File: src/rtl/ifetch_mem_responder.sv
// Memory-side responder for icache fills: round-robin picks one requesting icache,
// issues a single RAM read, and returns the word with a one-cycle iwait-low strobe.
module ifetch_mem_responder #(
    parameter int NCPU   = 2,
    parameter int ADDR_W = 32,
    parameter int DATA_W = 32
) (
    input  logic                     clk_i,
    input  logic                     rst_i,
    input  logic [NCPU-1:0]          iREN_i,
    input  logic [NCPU*ADDR_W-1:0]   iaddr_i,
    output logic [NCPU-1:0]          iwait_o,
    output logic [NCPU*DATA_W-1:0]   iload_o,
    input  logic                     dreq_i,
    output logic                     ibusy_o,
    output logic                     ramREN_o,
    output logic [ADDR_W-1:0]        ramaddr_o,
    input  logic [DATA_W-1:0]        ramload_i,
    input  logic [1:0]               ramstate_i
);

    localparam int WIN_W = (NCPU > 1) ? $clog2(NCPU) : 1;
    localparam logic [1:0] RAM_ACCESS = 2'd2;

    typedef enum logic [1:0] {
        IDLE,
        REQ,
        RESP
    } state_t;

    state_t             state_q;
    logic [WIN_W-1:0]   winner_q;
    logic [WIN_W-1:0]   lastGrant_q;
    logic [ADDR_W-1:0]  addr_q;
    logic [DATA_W-1:0]  data_q;

    logic               grantValid_d;
    logic [WIN_W-1:0]   grantIdx_d;
    logic [ADDR_W-1:0]  grantAddr_d;
    int                 candIdx;

    // Search starts just after the previous winner so every requester is reached
    // within NCPU-1 transactions.
    always_comb begin
        grantValid_d = 1'b0;
        grantIdx_d   = '0;
        candIdx      = 0;
        for (int k = 1; k <= NCPU; k++) begin
            candIdx = (int'(lastGrant_q) + k) % NCPU;
            if (!grantValid_d && iREN_i[candIdx[WIN_W-1:0]]) begin
                grantValid_d = 1'b1;
                grantIdx_d   = candIdx[WIN_W-1:0];
            end
        end
    end

    always_comb begin
        grantAddr_d = '0;
        for (int i = 0; i < NCPU; i++) begin
            if (grantIdx_d == WIN_W'(i)) begin
                grantAddr_d = iaddr_i[i*ADDR_W +: ADDR_W];
            end
        end
    end

    // Data-side requests only hold off a new fill; a fill already in REQ runs to completion.
    always_ff @(posedge clk_i or posedge rst_i) begin
        if (rst_i) begin
            state_q     <= IDLE;
            winner_q    <= '0;
            lastGrant_q <= WIN_W'(NCPU - 1);
            addr_q      <= '0;
            data_q      <= '0;
        end else begin
            case (state_q)
                IDLE: begin
                    if (!dreq_i && grantValid_d) begin
                        winner_q <= grantIdx_d;
                        addr_q   <= grantAddr_d;
                        state_q  <= REQ;
                    end
                end
                REQ: begin
                    if (!iREN_i[winner_q]) begin
                        state_q <= IDLE;
                    end else if (ramstate_i == RAM_ACCESS) begin
                        data_q  <= ramload_i;
                        state_q <= RESP;
                    end
                end
                RESP: begin
                    lastGrant_q <= winner_q;
                    state_q     <= IDLE;
                end
                default: state_q <= IDLE;
            endcase
        end
    end

    always_comb begin
        iwait_o = '1;
        iload_o = '0;
        for (int i = 0; i < NCPU; i++) begin
            if (state_q == RESP && winner_q == WIN_W'(i)) begin
                iwait_o[i]                    = 1'b0;
                iload_o[i*DATA_W +: DATA_W]   = data_q;
            end
        end
    end

    assign ramREN_o  = (state_q == REQ);
    assign ramaddr_o = addr_q;
    assign ibusy_o   = (state_q != IDLE);

endmodule
File: config.mk
export PLATFORM = sky130hd
export DESIGN_NAME = ifetch_mem_responder
export DESIGN_NICKNAME = d
export VERILOG_FILES = /design/src/rtl/ifetch_mem_responder.sv
export SDC_FILE = /design/constraint.sdc
export NUM_CORES = 1
export LEC_CHECK = 0
export BUFFER_PORTS_ARGS = -buffer_cell sky130_fd_sc_hd__buf_4
export CAP_MARGIN = 20
export CORE_MARGIN = 2
export CORE_UTILIZATION = 44
export CTS_CLUSTER_DIAMETER = 30
export CTS_CLUSTER_SIZE = 8
export DETAILED_ROUTE_END_ITERATION = 10
export PLACE_DENSITY = 0.89
export SETUP_SLACK_MARGIN = 0.2
export SKIP_CTS_REPAIR_TIMING = 1
export SYNTH_ARGS = -nofsm -noshare
export SYNTH_HDL_FRONTEND = slang
export SYNTH_SLANG_ARGS = --single-unit
File: constraint.sdc
create_clock -name clk_i -period 2.4 [get_ports clk_i]
set_clock_uncertainty 0.05 [all_clocks]
set_input_delay 0.48 -clock clk_i [delete_from_list [all_inputs] [get_ports clk_i]]
set_output_delay 0.48 -clock clk_i [all_outputs]
set_load 0.02 [all_outputs]
# [Word-level counts from Yosys, hierarchy flattened]
# Index checks and enable logic that the tools add are counted.
[totals] input_bits=103 out_inout_bits=100 register_bits=68 word_cells=46
[op_classes] n_addsub=2 reduce_logical=11 eq_ne=5 bitwise=1 n_lt_le_gt_ge=3 n_mux=19
[ops] op="2-to-1 mux 32 bit" count=3
[ops] op="2-to-1 mux 1 bit" count=12
[ops] op="< comparator 1 x 2 -> 1 bit, second input constant" count=3
[ops] op="2-to-1 mux 2 bit" count=3
[ops] op="== test 2 bit, second input constant" count=2
[ops] op="logical AND 1 bit" count=4
[ops] op="one-hot mux 2 bit (2 select lines)" count=1
[ops] op="AND reduction 2 bit" count=2
[ops] op="!= test 3 x 2 -> 1 bit, second input constant" count=1
[ops] op="AND reduction 3 bit" count=1
[ops] op="adder 1 bit, second input constant" count=2
[ops] op="== test 2 x 1 -> 1 bit, second input constant" count=1
[ops] op="logical NOT 1 bit" count=2
[ops] op="logical NOT 2 bit" count=1
[ops] op="!= test 2 bit, second input constant" count=1
[ops] op="nonzero test 2 bit" count=1
[ops] op="inverter 1 bit" count=1

# [Longest topological paths before layout]
# Gate-level depths: netlist of the first run.
[depth] depth_word=10 depth_mapped=5 ltp_nobuf=3

# [Worst setup path after synthesis of the first run]
# No wires, ideal clock.
[synth_path] kind="register to output" start="reg state_q[0]" end="out iload_o[16]" path_slack_ps=654 stages_incl_launch_ff=5 t_required_ps=1870 t_arrival_ps=1216 n_path_buf=1 cell_sequence="dfrtp_1 > nand2b_1 > nor2_1 > clkbuf_1 > and2_1"
[synth_between] elab_chain_cells=3
[synth_rtl] element="start: declaration" line_no="31" rtl="state_t state_q;"
[synth_rtl] element="start signal: assignment" line_no="69" rtl="state_q <= IDLE;"
[synth_rtl] element="start signal: assignment" line_no="80" rtl="state_q <= REQ;"
[synth_rtl] element="start signal: assignment" line_no="85" rtl="state_q <= IDLE;"
[synth_rtl] element="== test 2 bit" line_no="104" rtl="if (state_q == RESP && winner_q == WIN_W'(i)) begin"
[synth_rtl] element="logical AND 1 bit" line_no="104"
[synth_rtl] element="2-to-1 mux 32 bit" line_no="104"
[synth_rtl] element="end: declaration" line_no="13" rtl="output logic [NCPU*DATA_W-1:0] iload_o,"
# No other way between the ends.

# [Worst setup path after layout of the first run]
[layout_path] start="reg state_q[0]" end="out iload_o[27]"
# Same word-level chain as after synthesis.

==> impl_metrics.ini, run 1 <==
[drt]
drt_iter0_drc = 231
totalWireLength_um = 9547
avgViaCountPerCell = 4.852
drtPass1Iterations = 6
ant_nets = 0
wl_per_cell_um = 14.82
drc = 0
num_vias = 3125

[timing]
tns_ps = 0
min_period_over_period_pct = 88.49
period_needed_ps = 2124
finalSetupViolations = 0
slew-limit-headroom_pct = 70.64
worst_hold_slack_ps = 217.1
clock.fmax_mhz = 470.9
worst_slew_pin_slew_ps = 440.4
hold_viol = 0
grt_setup_unrepaired = yes
final_max_slew_viol_count = 0

[synthesis]
synthXorXnorAreaFrac_pct = 0
synthAdderAreaFrac_pct = 0
syn-num-nets = 438
syn_avg_cell_area_um2 = 10.59
synth_top_flop_cell = dfrtp_1
yosys_warnings = 0
synth_top_family_by_area = buffers and inverters
ys_async_sr_fraction_pct = 100.0
synthCells = 335
synth_edf_count = 0
ys_ff_latch = 68
netlist_area_um2 = 3548
synth_compound_area_share_pct = 9.520
ys_seq_area_share_pct = 47.99
yosys.cell_types.count = 24
synth-simple-area-share_pct = 14.10
synthMuxAreaShare_pct = 13.65

[cts]
clk_pin_slew_ps = 70
h-tree-depth = 3
cts_tree = built
numCtsBuffers = 9
cts_sinks = 68
cts-root-buf = clkbuf_8
clockBufferDepth = 2
insertion_delay_ps = 330

[power]
p_leak_nw = 3.120
p_per_area_nw_per_um2 = 856.0
vdd_drop_max_uv = 327.2

[setup_path]
arrival_ps = 1590
crit_path_end_kind = output pin
reg2reg_from = state_q[1]
timing.reg2reg.setup_slack_ps = 580
cp_max_fo = 33
cp-start-kind = flop
worstReg2RegEnd = data_q[10]
worst-setup-path-type = flop to output pin
reg2regPathDepth = 4
required_ps = 1870

[final_layout]
stdcell_area_um2 = 5316
n_antenna_cell = 0
fillers = 578
layout_common_cells = buf_4 (208), inv_1 (99), dfrtp_1 (67)
layout-drive-gt1-share_pct = 48.52
nNetsFinal = 640
final_common_cell = buf_4
fin_util_pct = 68.44
area_delta_synth_final_pct = 49.82

[global_route]
antenna_found_initial = 0
grt_max_degree = 37
grt_pass1_wl_um = 14820
grt_pass1_vias = 3191
grtUsageTotal_pct = 21.67
grt-ovfl-total = 0

[die]
fp-row-count = 32
core_area_um2 = 7767
die_w_um = 93.80
dieHeight_um = 93.80
dieArea_um2 = 8798
start_util_pct = 45.68
io_pins = 203

[flow_run]
maxCapViolations = 0

[placement]
io_buffers = 202
dp_hpwl_um = 7175
placed_area_um2 = 5140
place.gp.congestion = 0.7541

[run_status]
status = completed

[hold_path]
hold_path_class = input pin to async pin
==> critical path, stage by stage, from the launching register on <==
cell      delay, ps
dfrtp_1         420
nand2b_1        180
nor2_1          120
buf_6           230
and2_1          170
buf_4           140
==> synth_stat cells (2+ instances only) <==
cell type | number | area [um2]
inv_1 | 100 | 375.4
dfrtp_1 | 67 | 1677
and2_1 | 64 | 400.4
a222oi_1 | 32 | 320.3
mux2_4 | 30 | 450.4
buf_2 | 7 | 35.03
clkbuf_1 | 6 | 22.52
buf_6 | 4 | 45.04
nand2_1 | 4 | 15.01
buf_8 | 3 | 45.04
mux2_2 | 3 | 33.78
and3_1 | 2 | 12.51
nand2b_1 | 2 | 12.51
==> metal layers <==
layer  GRT usage [%]  up-vias  share of wire, %
li1                -     1467                 -
met2           39.76      176                52
met3           5.136       10               9.6
met5               0        -                 0
met1           24.57     1472                37
met4           7.246        0               1.3
==> flip-flops by register name, summed over array words and instances (netlist names) <==
register,count
ramaddr_o,32
data_q,32
lastGrant_q,1
winner_q,1
state_q,2
==> where the power goes <==
part	leakage (nW)	switching, mW	internal [mW]
clock	0.0905	0.387	0.430
sequential	0.781	0.369	1.65
combinational	2.25	0.758	0.960
==> stage by stage <==
stage               setup slack (ps)  power [mW]  cells
CTS                            211.3       4.601    644
global placement               257.5       3.665    627
detailed placement             398.8       3.752    628
finish                         276.3       4.551    644
global route                   158.4       4.809    644
floorplan                      653.9       2.996    335
==> how the worst max path moves through the flow <==
stage / start / endpoint / slack [ps] / depth (start not counted)
floorplan: state_q[0] / iload_o[16] / 650 / 4
global placement: iREN_i[1] / state_q[0] / 260 / 4
detailed placement: ramstate_i[0] / data_q[14] / 400 / 5
CTS: state_q[0] / iload_o[0] / 210 / 5
global route: state_q[0] / iload_o[18] / 160 / 5
finish: state_q[0] / iload_o[27] / 280 / 5
==> layout make-up <==
cell class / instances / area [um2] / area share (%)
tap: 102 / 127.6 / 2.401
inverter: 100 / 379.1 / 7.131
sequential: 68 / 1703 / 32.03
clock buffer: 14 / 162.7 / 3.060
multi-input combinational: 147 / 1326 / 24.95
timing repair buffer: 211 / 1608 / 30.24
clock inverter: 2 / 10.01 / 0.1883
==> logic make-up after synthesis <==
logic type,after synthesis
mux,33
flops,68
compound gates,35
buf+inv,120
simple gates,79
No activity file was read; power rests on OpenSTA's default activity.
==> run 2, diff against run 1 <==
--- a/config.mk
+++ b/config.mk
@@ -12,6 +12,7 @@
 export CTS_CLUSTER_DIAMETER = 30
 export CTS_CLUSTER_SIZE = 8
 export DETAILED_ROUTE_END_ITERATION = 10
+export HOLD_SLACK_MARGIN = 0.06
 export PLACE_DENSITY = 0.89
 export SETUP_SLACK_MARGIN = 0.2
 export SKIP_CTS_REPAIR_TIMING = 1
==> constraint.sdc (replaced) <==
create_clock -name clk_i -period 2.42 [get_ports clk_i]
set_clock_uncertainty 0.05 [all_clocks]
set_input_delay 0.484 -clock clk_i [delete_from_list [all_inputs] [get_ports clk_i]]
set_output_delay 0.484 -clock clk_i [all_outputs]
set_load 0.02 [all_outputs]
==> impl_metrics.ini, run 2 (same netlist as run 1, synthesis figures left out) <==
[placement]
io_buffers = 202
dp_slack_ps = 437.4
dp_hpwl_um = 7267
place.gp.congestion = 0.7608

[drt]
ant_nets = 0
wl_per_cell_um = 14.90
totalWireLength_um = 9595
drtPass1Iterations = 8
drc = 0
avgViaCountPerCell = 4.789
num_vias = 3084
drt_iter0_drc = 187

[power]
p_leak_nw = 3.141
p_per_area_nw_per_um2 = 875.6
vdd_drop_max_uv = 376.2

[timing]
grt_setup_unrepaired = yes
final_max_slew_viol_count = 0
finalSetupViolations = 0
worst_slew_pin_slew_ps = 591.1
fin_ws_ps = 298.1
min_period_over_period_pct = 87.68
hold_viol = 0
slew-limit-headroom_pct = 60.59
clock.fmax_mhz = 471.3
period_needed_ps = 2122
tns_ps = 0

[setup_path]
cp-start-kind = flop
worst-setup-path-type = flop to output pin
crit_chain = and3b_1, buf_4, and2_1, buf_4
crit_slowest_cell = dfrtp_1
crit_top_cell = buf_4
cp_max_fo = 33
worst-path-buf-inv = 2
crit_path_end_kind = output pin
crit_family = simple AND/OR/NAND/NOR gates
timing.reg2reg.setup_slack_ps = 640
critPathMaxStageDelay_ps = 420
required_ps = 1890
arrival_ps = 1590

[final_layout]
regArea_um2 = 1703
final_common_cell = buf_4
fillers = 575
layout-drive-gt1-share_pct = 49.08
nNetsFinal = 640
layout_common_cells = buf_4 (208), inv_1 (99), dfrtp_1 (67)
multi_input_area_um2 = 1326
area_delta_synth_final_pct = 51.20
n_antenna_cell = 0

[global_route]
grt_pass1_wl_um = 14830
grtUsageTotal_pct = 21.61
grt-ovfl-total = 0
antenna_found_initial = 0
grt_max_degree = 37
grt_pass1_vias = 3155

[die]
start_util_pct = 45.68
dieHeight_um = 93.80
io_pins = 203
core_area_um2 = 7767
die_w_um = 93.80
fp-row-count = 32
dieArea_um2 = 8798

[cts]
clockBufferDepth = 2
cts-root-buf = clkbuf_8
h-tree-depth = 3
cts_tree = built
insertion_delay_ps = 330
cts_sinks = 68
numCtsBuffers = 9
clk_pin_slew_ps = 70

[flow_run]
maxCapViolations = 0

[hold_path]
hold_path_class = input pin to async pin

[run_status]
status = completed
run 2: cell types whose count changed in the layout (fill, tap and decap cells not counted):
cell,delta
clkbuf_8,+2
clkbuf_1,-3
bufinv_16,+1
clkinv_2,-1
clkinvlp_4,+1
run 2: layout make-up:
type | count | share of cell area [%]
multi-input combinational | 147 | 24.72
inverter | 100 | 7.066
timing repair buffer | 211 | 29.97
clock buffer | 13 | 3.335
sequential | 68 | 31.74
tap | 102 | 2.379
clock inverter | 3 | 0.7929
run 2: through the flow:
stage	power [mW]	utilization, %	hold WS (ps)	cells	instance area, um2
after floorplan	2.971	-	393.6	335	3552
after global placement	3.636	65.98	407.7	627	5125
after detailed placement	3.723	66.17	412.9	628	5140
after CTS	4.740	69.02	220.7	644	5361
after global routing	4.973	69.07	237.6	644	5365
final	4.698	69.07	223.1	644	5365
run 2: path summary, 6_finish.rpt:
path	startpoint	to	cells past startpoint
worst max-delay path	state_q[0]	iload_o[62]	4
worst min-delay path	rst_i	ramaddr_o[30]	3
worst max register to register	state_q[1]	data_q[0]	4
worst min register to register	lastGrant_q	lastGrant_q	2
max in group asynchronous	rst_i	lastGrant_q	3
min in group clk_i	ramload_i[22]	data_q[22]	2
run 2: worst register-to-register path: cells and delay by family, from the launching register on:
family                 cells  cell delay [ps]
buffers and inverters      1              300
DFF                        1              420
muxes                      1              300
and+or+nand+nor            2              590
run 2: metal layers:
layer | global-route usage [%] | wire, um
met2 | 36.85 | 4720
met3 | 5.136 | 912
met4 | 8.937 | 214
met1 | 26.20 | 3749
met5 | 0 | 0
run 2: report_power, final:
group          switching [mW]  internal, mW  total (mW)
logic                   0.748         0.952        1.70
registers               0.371          1.63        2.00
clock network           0.407         0.587       0.994
total                    1.53          3.17        4.70
